**config.mk**
```make
export PLATFORM = sky130hd
export DESIGN_NAME = dkong_uart_tx
export DESIGN_NICKNAME = d
export VERILOG_FILES = /design/src/rtl/dkong_uart_tx.sv
export SDC_FILE = /design/constraint.sdc
export NUM_CORES = 1
export LEC_CHECK = 0
export CORE_UTILIZATION = 60
export CTS_CLUSTER_SIZE = 24
export DETAILED_ROUTE_END_ITERATION = 10
export GPL_ROUTABILITY_DRIVEN = 0
export HOLD_SLACK_MARGIN = 0.1
export PLACE_DENSITY_LB_ADDON = 0.08
export SYNTH_ARGS = -nofsm -noshare
export SYNTH_HDL_FRONTEND = slang
export SYNTH_SLANG_ARGS = --single-unit
```
**constraint.sdc**
```tcl
create_clock -name masterclk -period 3.9 [get_ports masterclk]
set_input_delay 0.78 -clock masterclk [delete_from_list [all_inputs] [get_ports masterclk]]
set_output_delay 0.78 -clock masterclk [all_outputs]
set_load 0.005 [all_outputs]
```
**src/rtl/dkong_uart_tx.sv**
```systemverilog
// Buffered 8N1 UART transmitter for the ser_out debug line.
// Bytes are queued through a ready/valid FIFO and sent LSB-first, CLKS_PER_BIT cycles per bit.
module dkong_uart_tx #(
    parameter int CLKS_PER_BIT    = 1,
    parameter int FIFO_DEPTH_LOG2 = 4
) (
    input  logic                     masterclk,
    input  logic                     rst,
    input  logic [7:0]               tx_data,
    input  logic                     tx_valid,
    output logic                     tx_ready,
    output logic                     ser_out,
    output logic                     busy,
    output logic [FIFO_DEPTH_LOG2:0] fifo_count
);

    localparam int DEPTH = 2 ** FIFO_DEPTH_LOG2;
    localparam int CW    = (CLKS_PER_BIT > 1) ? $clog2(CLKS_PER_BIT) : 1;
    localparam logic [CW-1:0]            BAUD_LAST  = CW'(CLKS_PER_BIT - 1);
    localparam logic [FIFO_DEPTH_LOG2:0] FULL_COUNT = (FIFO_DEPTH_LOG2 + 1)'(DEPTH);

    typedef enum logic [1:0] {
        IDLE,
        START,
        DATA,
        STOP
    } state_t;

    logic [7:0]                 mem [DEPTH];
    logic [FIFO_DEPTH_LOG2-1:0] wr_ptr;
    logic [FIFO_DEPTH_LOG2-1:0] rd_ptr;
    logic                       push;
    logic                       pop;
    logic                       fifo_empty;

    state_t        state;
    state_t        state_next;
    logic [CW-1:0] baud;
    logic [CW-1:0] baud_next;
    logic [2:0]    bit_idx;
    logic [2:0]    bit_idx_next;
    logic [7:0]    shift;
    logic [7:0]    shift_next;
    logic          ser_next;
    logic          baud_end;

    assign fifo_empty = (fifo_count == '0);
    assign tx_ready   = !rst && (fifo_count != FULL_COUNT);
    assign push       = tx_valid && tx_ready;
    assign busy       = (state != IDLE) || !fifo_empty;
    assign baud_end   = (baud == BAUD_LAST);

    always_ff @(posedge masterclk) begin
        if (push) begin
            mem[wr_ptr] <= tx_data;
        end
    end

    always_ff @(posedge masterclk) begin
        if (rst) begin
            wr_ptr     <= '0;
            rd_ptr     <= '0;
            fifo_count <= '0;
        end else begin
            if (push) begin
                wr_ptr <= wr_ptr + 1'b1;
            end
            if (pop) begin
                rd_ptr <= rd_ptr + 1'b1;
            end
            case ({push, pop})
                2'b10:   fifo_count <= fifo_count + 1'b1;
                2'b01:   fifo_count <= fifo_count - 1'b1;
                default: fifo_count <= fifo_count;
            endcase
        end
    end

    always_ff @(posedge masterclk) begin
        if (rst) begin
            state   <= IDLE;
            baud    <= '0;
            bit_idx <= '0;
            shift   <= '0;
            ser_out <= 1'b1;
        end else begin
            state   <= state_next;
            baud    <= baud_next;
            bit_idx <= bit_idx_next;
            shift   <= shift_next;
            ser_out <= ser_next;
        end
    end

    // ser_out is registered, so each branch sets the level for the bit that starts on this edge.
    always_comb begin
        state_next   = state;
        baud_next    = baud;
        bit_idx_next = bit_idx;
        shift_next   = shift;
        ser_next     = ser_out;
        pop          = 1'b0;
        case (state)
            IDLE: begin
                ser_next  = 1'b1;
                baud_next = '0;
                if (!fifo_empty) begin
                    pop        = 1'b1;
                    shift_next = mem[rd_ptr];
                    state_next = START;
                    ser_next   = 1'b0;
                end
            end
            START: begin
                if (baud_end) begin
                    baud_next    = '0;
                    bit_idx_next = '0;
                    state_next   = DATA;
                    ser_next     = shift[0];
                end else begin
                    baud_next = baud + 1'b1;
                end
            end
            DATA: begin
                if (baud_end) begin
                    baud_next  = '0;
                    shift_next = {1'b0, shift[7:1]};
                    if (bit_idx == 3'd7) begin
                        state_next = STOP;
                        ser_next   = 1'b1;
                    end else begin
                        bit_idx_next = bit_idx + 1'b1;
                        ser_next     = shift[1];
                    end
                end else begin
                    baud_next = baud + 1'b1;
                end
            end
            STOP: begin
                if (baud_end) begin
                    baud_next = '0;
                    if (!fifo_empty) begin
                        pop        = 1'b1;
                        shift_next = mem[rd_ptr];
                        state_next = START;
                        ser_next   = 1'b0;
                    end else begin
                        state_next = IDLE;
                        ser_next   = 1'b1;
                    end
                end else begin
                    baud_next = baud + 1'b1;
                end
            end
            default: begin
                state_next = IDLE;
                ser_next   = 1'b1;
            end
        endcase
    end

endmodule

```
# ---- Word-level counts from Yosys, hierarchy flattened
# Memory sizes are Yosys's and may differ from the RTL's. A register that Yosys moved wholly into a read port is not among the register bits.
# Cells that the tools add are included.
dict set report op_classes {
  add_sub_neg 6
  mul 0
  n_div 0
  magnitude_cmp 0
  eq_ne 13
  n_shift 0
  n_mux 31
  bitwise_logic 0
  reduce_logical 16
}
# operator n
set ops {}
lappend ops {{$mux W8} 3}
lappend ops {{$pmux W8 S3} 1}
lappend ops {{$ne A2 B2 Y1 const B} 6}
lappend ops {{$mux W1} 11}
lappend ops {{$mux W2} 5}
lappend ops {{$pmux W5 S2} 1}
lappend ops {{$mux W3} 3}
lappend ops {{$add A4 B1 Y4 const B} 2}
lappend ops {{$mux W4} 2}
lappend ops {{$pmux W2 S4} 1}
lappend ops {{$eq A2 B2 Y1 const B} 3}
lappend ops {{$pmux W3 S2} 1}
lappend ops {{$reduce_and A3 Y1} 2}
lappend ops {{$reduce_bool A2 Y1} 3}
lappend ops {{$add A5 B1 Y5 const B} 1}
lappend ops {{$logic_not A5 Y1} 1}
lappend ops {{$ne A5 B5 Y1 const B} 1}
lappend ops {{$reduce_and A5 Y1} 1}
lappend ops {{$sub A5 B1 Y5 const B} 1}
lappend ops {{$eq A2 B1 Y1 const B} 2}
lappend ops {{$pmux W1 S2} 2}
lappend ops {{$pmux W1 S4} 1}
lappend ops {{$reduce_and A4 Y1} 1}
lappend ops {{$add A3 B1 Y3 const B} 1}
lappend ops {{8 further kinds} 10}
dict set report word_totals {
  register_bits 28
  latchBits 0
  ramBits 128
  rom_bits 0
  output_inout_bits 8
  wordCells 75
  mem_count 1
}
# name words width read_ports rd_clocked_by_memory_dff wr line
set mem_list {}
lappend mem_list {mem 16 8 1 1 1 29} ;# logic [7:0] mem [DEPTH];

# ---- Logic depth before layout (Yosys ltp)
# Gate-level depths: netlist of the first run.
dict set report logic_depth {
  ltp_word 6
  depth_mapped 13
}

# ---- Worst setup path after synthesis of the first run
# OpenSTA, ideal clock, no wires.
dict set report synth_path {
  kind {input-to-reg}
  start {input port rst}
  end {register fifo_count[4]}
  setup_time_ns 0.123
  t_arrival_ns 3.046
  slack_ns 0.731
  path_stages 13
  n_path_buf 3
  cell_sequence {clkbuf_1 > nand2b_1 > a21oi_1 > buf_2 > inv_2 > ha_1 > clkbuf_1 > xor2_1 > ha_1 > a31oi_1 > o221ai_1 > mux2i_1 > mux2_1}
}
dict set report synth_between {
  elab_chain_cells 5
  word_cells_on_any_way 7
  cone_classes {eq/ne: 2; mux: 1; reduce/logical: 4}
}
# item line
set synth_lines {}
lappend synth_lines {{start: declaration} 8} ;# input logic rst,
lappend synth_lines {{$logic_not A1 Y1} 48} ;# assign tx_ready = !rst && (fifo_count != FULL_COUNT);
lappend synth_lines {{$logic_and A1 B1 Y1} 48}
lappend synth_lines {{$logic_and A1 B1 Y1} 49} ;# assign push = tx_valid && tx_ready;
lappend synth_lines {{$eq A2 B1 Y1 / $eq A2 B2 Y1 (equally long branches)} 71} ;# case ({push, pop})
lappend synth_lines {{$pmux W5 S2 / $reduce_bool A2 Y1 (equally long branches)} -}
lappend synth_lines {{end signal: assignment} 72} ;# 2'b10: fifo_count <= fifo_count + 1'b1;
lappend synth_lines {{end signal: assignment} 73} ;# 2'b01: fifo_count <= fifo_count - 1'b1;
lappend synth_lines {{end signal: assignment} 74} ;# default: fifo_count <= fifo_count;
lappend synth_lines {{end: declaration} 14} ;# output logic [FIFO_DEPTH_LOG2:0] fifo_count
# Parallel ways exist; a longest one is shown, timed or not.
# A chain may end at the register's enable or synchronous reset.

# ---- Final worst setup path of the first run
dict set report layout_path {
  start {register state[1]}
  end {register fifo_count[4]}
}
dict set report layout_between {
  elab_chain_cells 4
  word_cells_on_any_way 7
  cone_classes {eq/ne: 3; mux: 2; reduce/logical: 2}
}
# item line
set layout_lines {}
lappend layout_lines {{start: declaration} 36} ;# state_t state;
lappend layout_lines {{start signal: assignment} 87} ;# state <= state_next;
lappend layout_lines {{$eq A2 B2 Y1 / $logic_not A2 Y1 (equally long branches)} 103} ;# case (state)
lappend layout_lines {{$pmux W1 S2 *} 103}
lappend layout_lines {{named net pop} 33} ;# logic pop;
lappend layout_lines {{$eq A2 B1 Y1 / $eq A2 B2 Y1 (equally long branches)} 71}
lappend layout_lines {{$pmux W5 S2 / $reduce_bool A2 Y1 (equally long branches)} -}
# Mark *: on every way through the listed nets, which the timed path passes. The rest lies on a longest branch.

==> results.yml, run 1 <==
status:
  status: "completed"
yosys:
  syn_nets: 407
  async_flop_share: 0
  synth-seq-area-share: 0.685
  synth_edf_count: 128
  synth_seq_cells: 159
  synthDistinctLibCells: 43
  synthTopCellsByArea: "edfxtp_1 59%, mux4_2 11%, dfxtp_1 9.5%, ha_1 2.9%, mux4_1 2.8%"
  synth_largest_area_cell: "edfxtp_1"
  synth_flop_cell: "edfxtp_1"
  netlist_area_um2: 6510
  yosys_warnings: 0
  syn_area_per_cell_um2: 17.1
  synthCells: 381
  netlist.area_leader.share: 0.590
min_path:
  min_path_cells: 2
  holdPathEnd: "shift[7]"
  min_path_type: "register to register"
  min_from: "shift[7]"
grt:
  grt-busiest-layer: "met2"
  grt_pass1_wl_um: 18100
  met2_usage: 0.372
  antenna_found_initial: 0
  grt_usage: 0.228
  grtUsageMet1: 0.297
  grt.met3_usage: 0.0613
  grt_pass1_vias: 3350
  grt_max_degree: 36
  grt-ovfl-total: 0
placed_design:
  dp_slack_ps: 550
  portBuffers: 18
  dp.final_hpwl_um: 7540
  dp_cells: 526
  dpl_cell_area_um2: 6840
timing:
  fin_crit_sh: 0.822
  worst_pin_slew_ps: 1020
  min_period_ps: 3210
  slew-limit-headroom: 0.322
  setup_violations: 0
  rsz0062_at_grt: "false"
  fmax_mhz: 312
  whs_ps: 478
  finalClockSkew_ps: 7.86
  drv_slew: 0
  fin_setup_tns_ps: 0
  hold_viol: 0
  layout_setup_ws_ps: 694
worst_setup_path:
  critical_path.max_fanout: 9
  timing.rr.end: "fifo_count[4]"
  r2r_cells: 11
  path_class: "register to register"
  rrSetupSlack_ps: 690
  worstReg2RegStart: "state[1]"
  crit_path_start_kind: "register"
  endpoint_kind: "register"
  cp.arrival_ps: 3620
  critPathRequiredTime_ps: 4310
drt:
  viasPerCell: 5.93
  route.detailed.drc: 0
  drt_wl_total_um: 11300
  drtIter0Drc: 253
  vias: 3310
  antenna_left: 0
  dr.pass1.iters: 4
  routedWlPerCell_um: 20.2
die:
  dieArea_um2: 11300
  die_h_um: 106
  core_um2: 10400
  start_util: 0.625
  ios: 19
  die_x_um: 106
  rows: 37
clocking:
  numClockSinks: 159
  cts-htree-levels: 4
  cts_buffers: 17
  clk_latency_ps: 530
  clk_pin_slew_worst_paths_ps: 60
  post_cts_resized: 0
  cts_root_buffer: "clkbuf_8"
  postCtsSetupBuffers: 0
  ctsHoldBuffers: 0
  clock_path_buffers: 2
  cts_tree: "built"
power:
  power_leakage_nw: 2.41
  design_power_total_mw: 4.77
  ir_worst_vdd_mv: 0.431
  p_per_area_nw_per_um2: 648
cells_and_area:
  drive_gt1_frac: 0.192
  instances_no_fill: 558
  post-route-util: 0.706
  final_cell_mix: "128 x edfxtp_1, 41 x nor2_1, 33 x mux4_2"
  syn2layout_area_growth_pct: 12.9
  layout_commonest_cell: "edfxtp_1"
  stdcell_area_um2: 7350
  fin_nets: 435
  diodes: 0
  fillers: 655
run:
  cap_viol_max_count: 0
worst max-delay path, stage by stage, from the launching register on:
cell      delay [ps]
dfxtp_1          390
inv_1            100
ha_1             340
o21bai_1         200
a21oi_1          380
ha_1             440
xor2_1           120
ha_1             200
a31oi_1          220
o221ai_1         190
mux2i_1          180
mux2_1           330
cells in the mapped netlist, types with 3 or more instances:
library cell    n
a21oi_1         7
a311oi_1        6
buf_2           7
buf_6           4
clkbuf_1       10
dfxtp_1        31
edfxtp_1      128
ha_1           15
inv_1           6
mux2i_1         5
mux4_1          7
mux4_2         33
nand2_1        24
nand2b_1        5
nand3_1         3
nor2_1         41
nor3_1          5
o21ai_0         3
o21ai_1         4
xnor2_1         3
xor2_1          8
registers in the layout, indices dropped and copies added, names as in the netlist, named ones only:
| signal | count |
|---|---|
| fifo_count | 5 |
| wr_ptr | 4 |
| state | 2 |
| bit_idx | 3 |
| rd_ptr | 4 |
| ser_out | 1 |
| shift | 8 |
| mem | 128 |
routing by layer:
layer  up-vias  share of wire  wire, um
met4         0         0.0099       112
met5         -              0         0
met3        13          0.047       529
met2        85           0.50      5680
met1      1674           0.44      4960
li1       1538              -         -
kinds of logic after synthesis:
logic type | count (synthesis) | share of synthesized area
simple gates | 89 | 0.0630
mux | 46 | 0.152
flops | 159 | 0.685
compound gates | 31 | 0.0329
xor+xnor | 11 | 0.0148
fa+ha+maj | 15 | 0.0288
buf+inv | 30 | 0.0232
cell type report:
class / instances / area, um^2 / share of cell area
Clock buffer: 18 / 418 / 0.0568
Clock inverter: 14 / 93.8 / 0.0128
Inverter: 8 / 30.0 / 0.00408
Multi-Input combinational cell: 192 / 1900 / 0.258
Sequential cell: 159 / 4470 / 0.607
Tap cell: 136 / 170 / 0.0231
Timing Repair Buffer: 31 / 278 / 0.0378
power breakdown:
| part | switching [mW] | total, mW | internal, mW | leakage [nW] |
|---|---|---|---|---|
| logic | 0.615 | 1.26 | 0.642 | 0.767 |
| registers | 0.159 | 2.10 | 1.94 | 1.41 |
| clock network | 0.636 | 1.41 | 0.776 | 0.238 |
worst max path at each step:
stage / startpoint / cells past startpoint / end / slack (ps)
after floorplan: rst / 13 / fifo_count[4] / 730
after global placement: rst / 11 / fifo_count[4] / 600
after detailed placement: rst / 11 / fifo_count[4] / 550
after CTS: state[1] / 11 / fifo_count[4] / 690
after global routing: state[0] / 11 / fifo_count[4] / 440
final: state[1] / 11 / fifo_count[4] / 690
No activity file was read; power rests on OpenSTA's default activity.
==> inputs of run 2 (changes only) <==
==> constraint.sdc (replaced) <==
create_clock -name masterclk -period 2.95 [get_ports masterclk]
set_input_delay 0.59 -clock masterclk [delete_from_list [all_inputs] [get_ports masterclk]]
set_output_delay 0.59 -clock masterclk [all_outputs]
set_load 0.005 [all_outputs]
==> run 2 against run 1 <==
Die area unchanged. Count of clock-buffer cells in the layout rose by 6. Sequential power increased by 28%. Routed wire length decreased by 1.1%. Sequential cell count did not move. Clock skew down 1.4 ps. Final cell count up 2.5%. Sequential share of layout area is 1.5 points lower. Setup slack got worse by 490 ps. Global-route usage decreased by 0.44 points. Worst hold slack got worse by 5.6 ps. Register-to-register slack lost 420 ps. Largest cell class unchanged.
==> results.yml, run 2 (synthesized netlist as in run 1, its figures left out) <==
status:
  status: "completed"
clocking:
  clk_latency_ps: 530
  cts-htree-levels: 4
  post_cts_resized: 0
  cts_tree: "built"
  postCtsSetupBuffers: 0
  cts_root_buffer: "clkbuf_8"
  clk_pin_slew_worst_paths_ps: 70
  ctsHoldBuffers: 0
  cts_buffers: 17
  clock_path_buffers: 2
  numClockSinks: 159
worst_setup_path:
  r2r_cells: 11
  rrSetupSlack_ps: 270
  critical_path.max_fanout: 8
  worstReg2RegStart: "state[0]"
  path_class: "register to output port"
  crit_path_start_kind: "register"
  timing.rr.end: "fifo_count[4]"
  critPathRequiredTime_ps: 2360
  cp.arrival_ps: 2150
  endpoint_kind: "output port"
min_path:
  min_from: "shift[7]"
  holdPathEnd: "shift[7]"
  min_path_type: "register to register"
  min_path_cells: 2
cells_and_area:
  top_register: "mem"
  fillers: 661
  instances_no_fill: 572
  multiInputGateArea_um2: 1920
  layout_commonest_cell: "edfxtp_1"
  final_cell_mix: "128 x edfxtp_1, 41 x nor2_1, 33 x mux4_2"
  top_regs: "mem (128), shift (8), fifo_count (5)"
  ff_latch_area_um2: 4470
  largest_register_ffs: 128
  syn2layout_area_growth_pct: 15.7
  drive_gt1_frac: 0.229
  fin_nets: 449
  diodes: 0
die:
  core_um2: 10400
  die_x_um: 106
  die_h_um: 106
  start_util: 0.625
  rows: 37
  dieArea_um2: 11300
  ios: 19
timing:
  fin_setup_tns_ps: 0
  min_period_ps: 2740
  finalClockSkew_ps: 6.42
  drv_slew: 0
  whs_ps: 473
  layout_setup_ws_ps: 209
  worst_pin_slew_ps: 531
  setup_violations: 0
  hold_viol: 0
  fmax_mhz: 365
  rsz0062_at_grt: "false"
  slew-limit-headroom: 0.645
  fin_crit_sh: 0.929
drt:
  vias: 3356
  drtIter0Drc: 342
  routedWlPerCell_um: 19.5
  dr.pass1.iters: 4
  route.detailed.drc: 0
  antenna_left: 0
  viasPerCell: 5.87
  drt_wl_total_um: 11200
grt:
  grt_pass1_vias: 3310
  grt_max_degree: 36
  grt_pass1_wl_um: 17700
  antenna_found_initial: 0
  grt-ovfl-total: 0
  grt_usage: 0.223
run:
  cap_viol_max_count: 0
placed_design:
  dp_slack_ps: -83.4
  dp_cells: 540
  dp.final_hpwl_um: 7300
  portBuffers: 18
power:
  design_power_total_mw: 6.59
  power_leakage_nw: 2.54
  ir_worst_vdd_mv: 0.557
  p_per_area_nw_per_um2: 874
-- run 2: metal layers --
metal,part of all wire,wire length [um],global-route usage
met3,0.040,442,0.0533
met4,0.016,174,0.0933
met5,0,0,0
met2,0.50,5620,0.357
met1,0.44,4920,0.298
-- run 2: worst max path at each step --
stage                    end  slack (ps)  cells after the start           from
4_1_cts        fifo_count[4]         140                     11       state[0]
2_1_floorplan  fifo_count[4]           4                     13            rst
3_3_place_gp   fifo_count[4]         -10                     11            rst
5_1_grt        fifo_count[4]          50                     11       state[0]
6_report                busy         210                      4  fifo_count[1]
3_5_place_dp   fifo_count[4]         -80                     11            rst
-- run 2: critical path, cell delays in order (launching register included) --
cell             delay [ps]
dfxtp_1                 410
nor4_4                  390
and2_1                  310
nand2_1                  80
clkdlybuf4s50_1         440
-- run 2: final cells by class --
cell class | count | area share
Sequential cell | 159 | 0.592
Multi-Input combinational cell | 192 | 0.254
Clock buffer | 24 | 0.0681
Timing Repair Buffer | 45 | 0.0525
Tap cell | 136 | 0.0226
Clock inverter | 8 | 0.00631
Inverter | 8 | 0.00398
-- run 2: report_power, final --
part	leakage [nW]	switching, mW	total (mW)	internal, mW
Clock	0.286	0.823	2.02	1.20
Combinational	0.844	0.932	1.88	0.952
Sequential	1.41	0.116	2.68	2.56
-- run 2: stage by stage --
step           instance area, um^2  utilization
6_report                      7540        0.724
5_1_grt                       7540        0.724
4_1_cts                       7520        0.722
3_5_place_dp                  6960        0.668
3_3_place_gp                  6960        0.668
2_1_floorplan                 6520            -
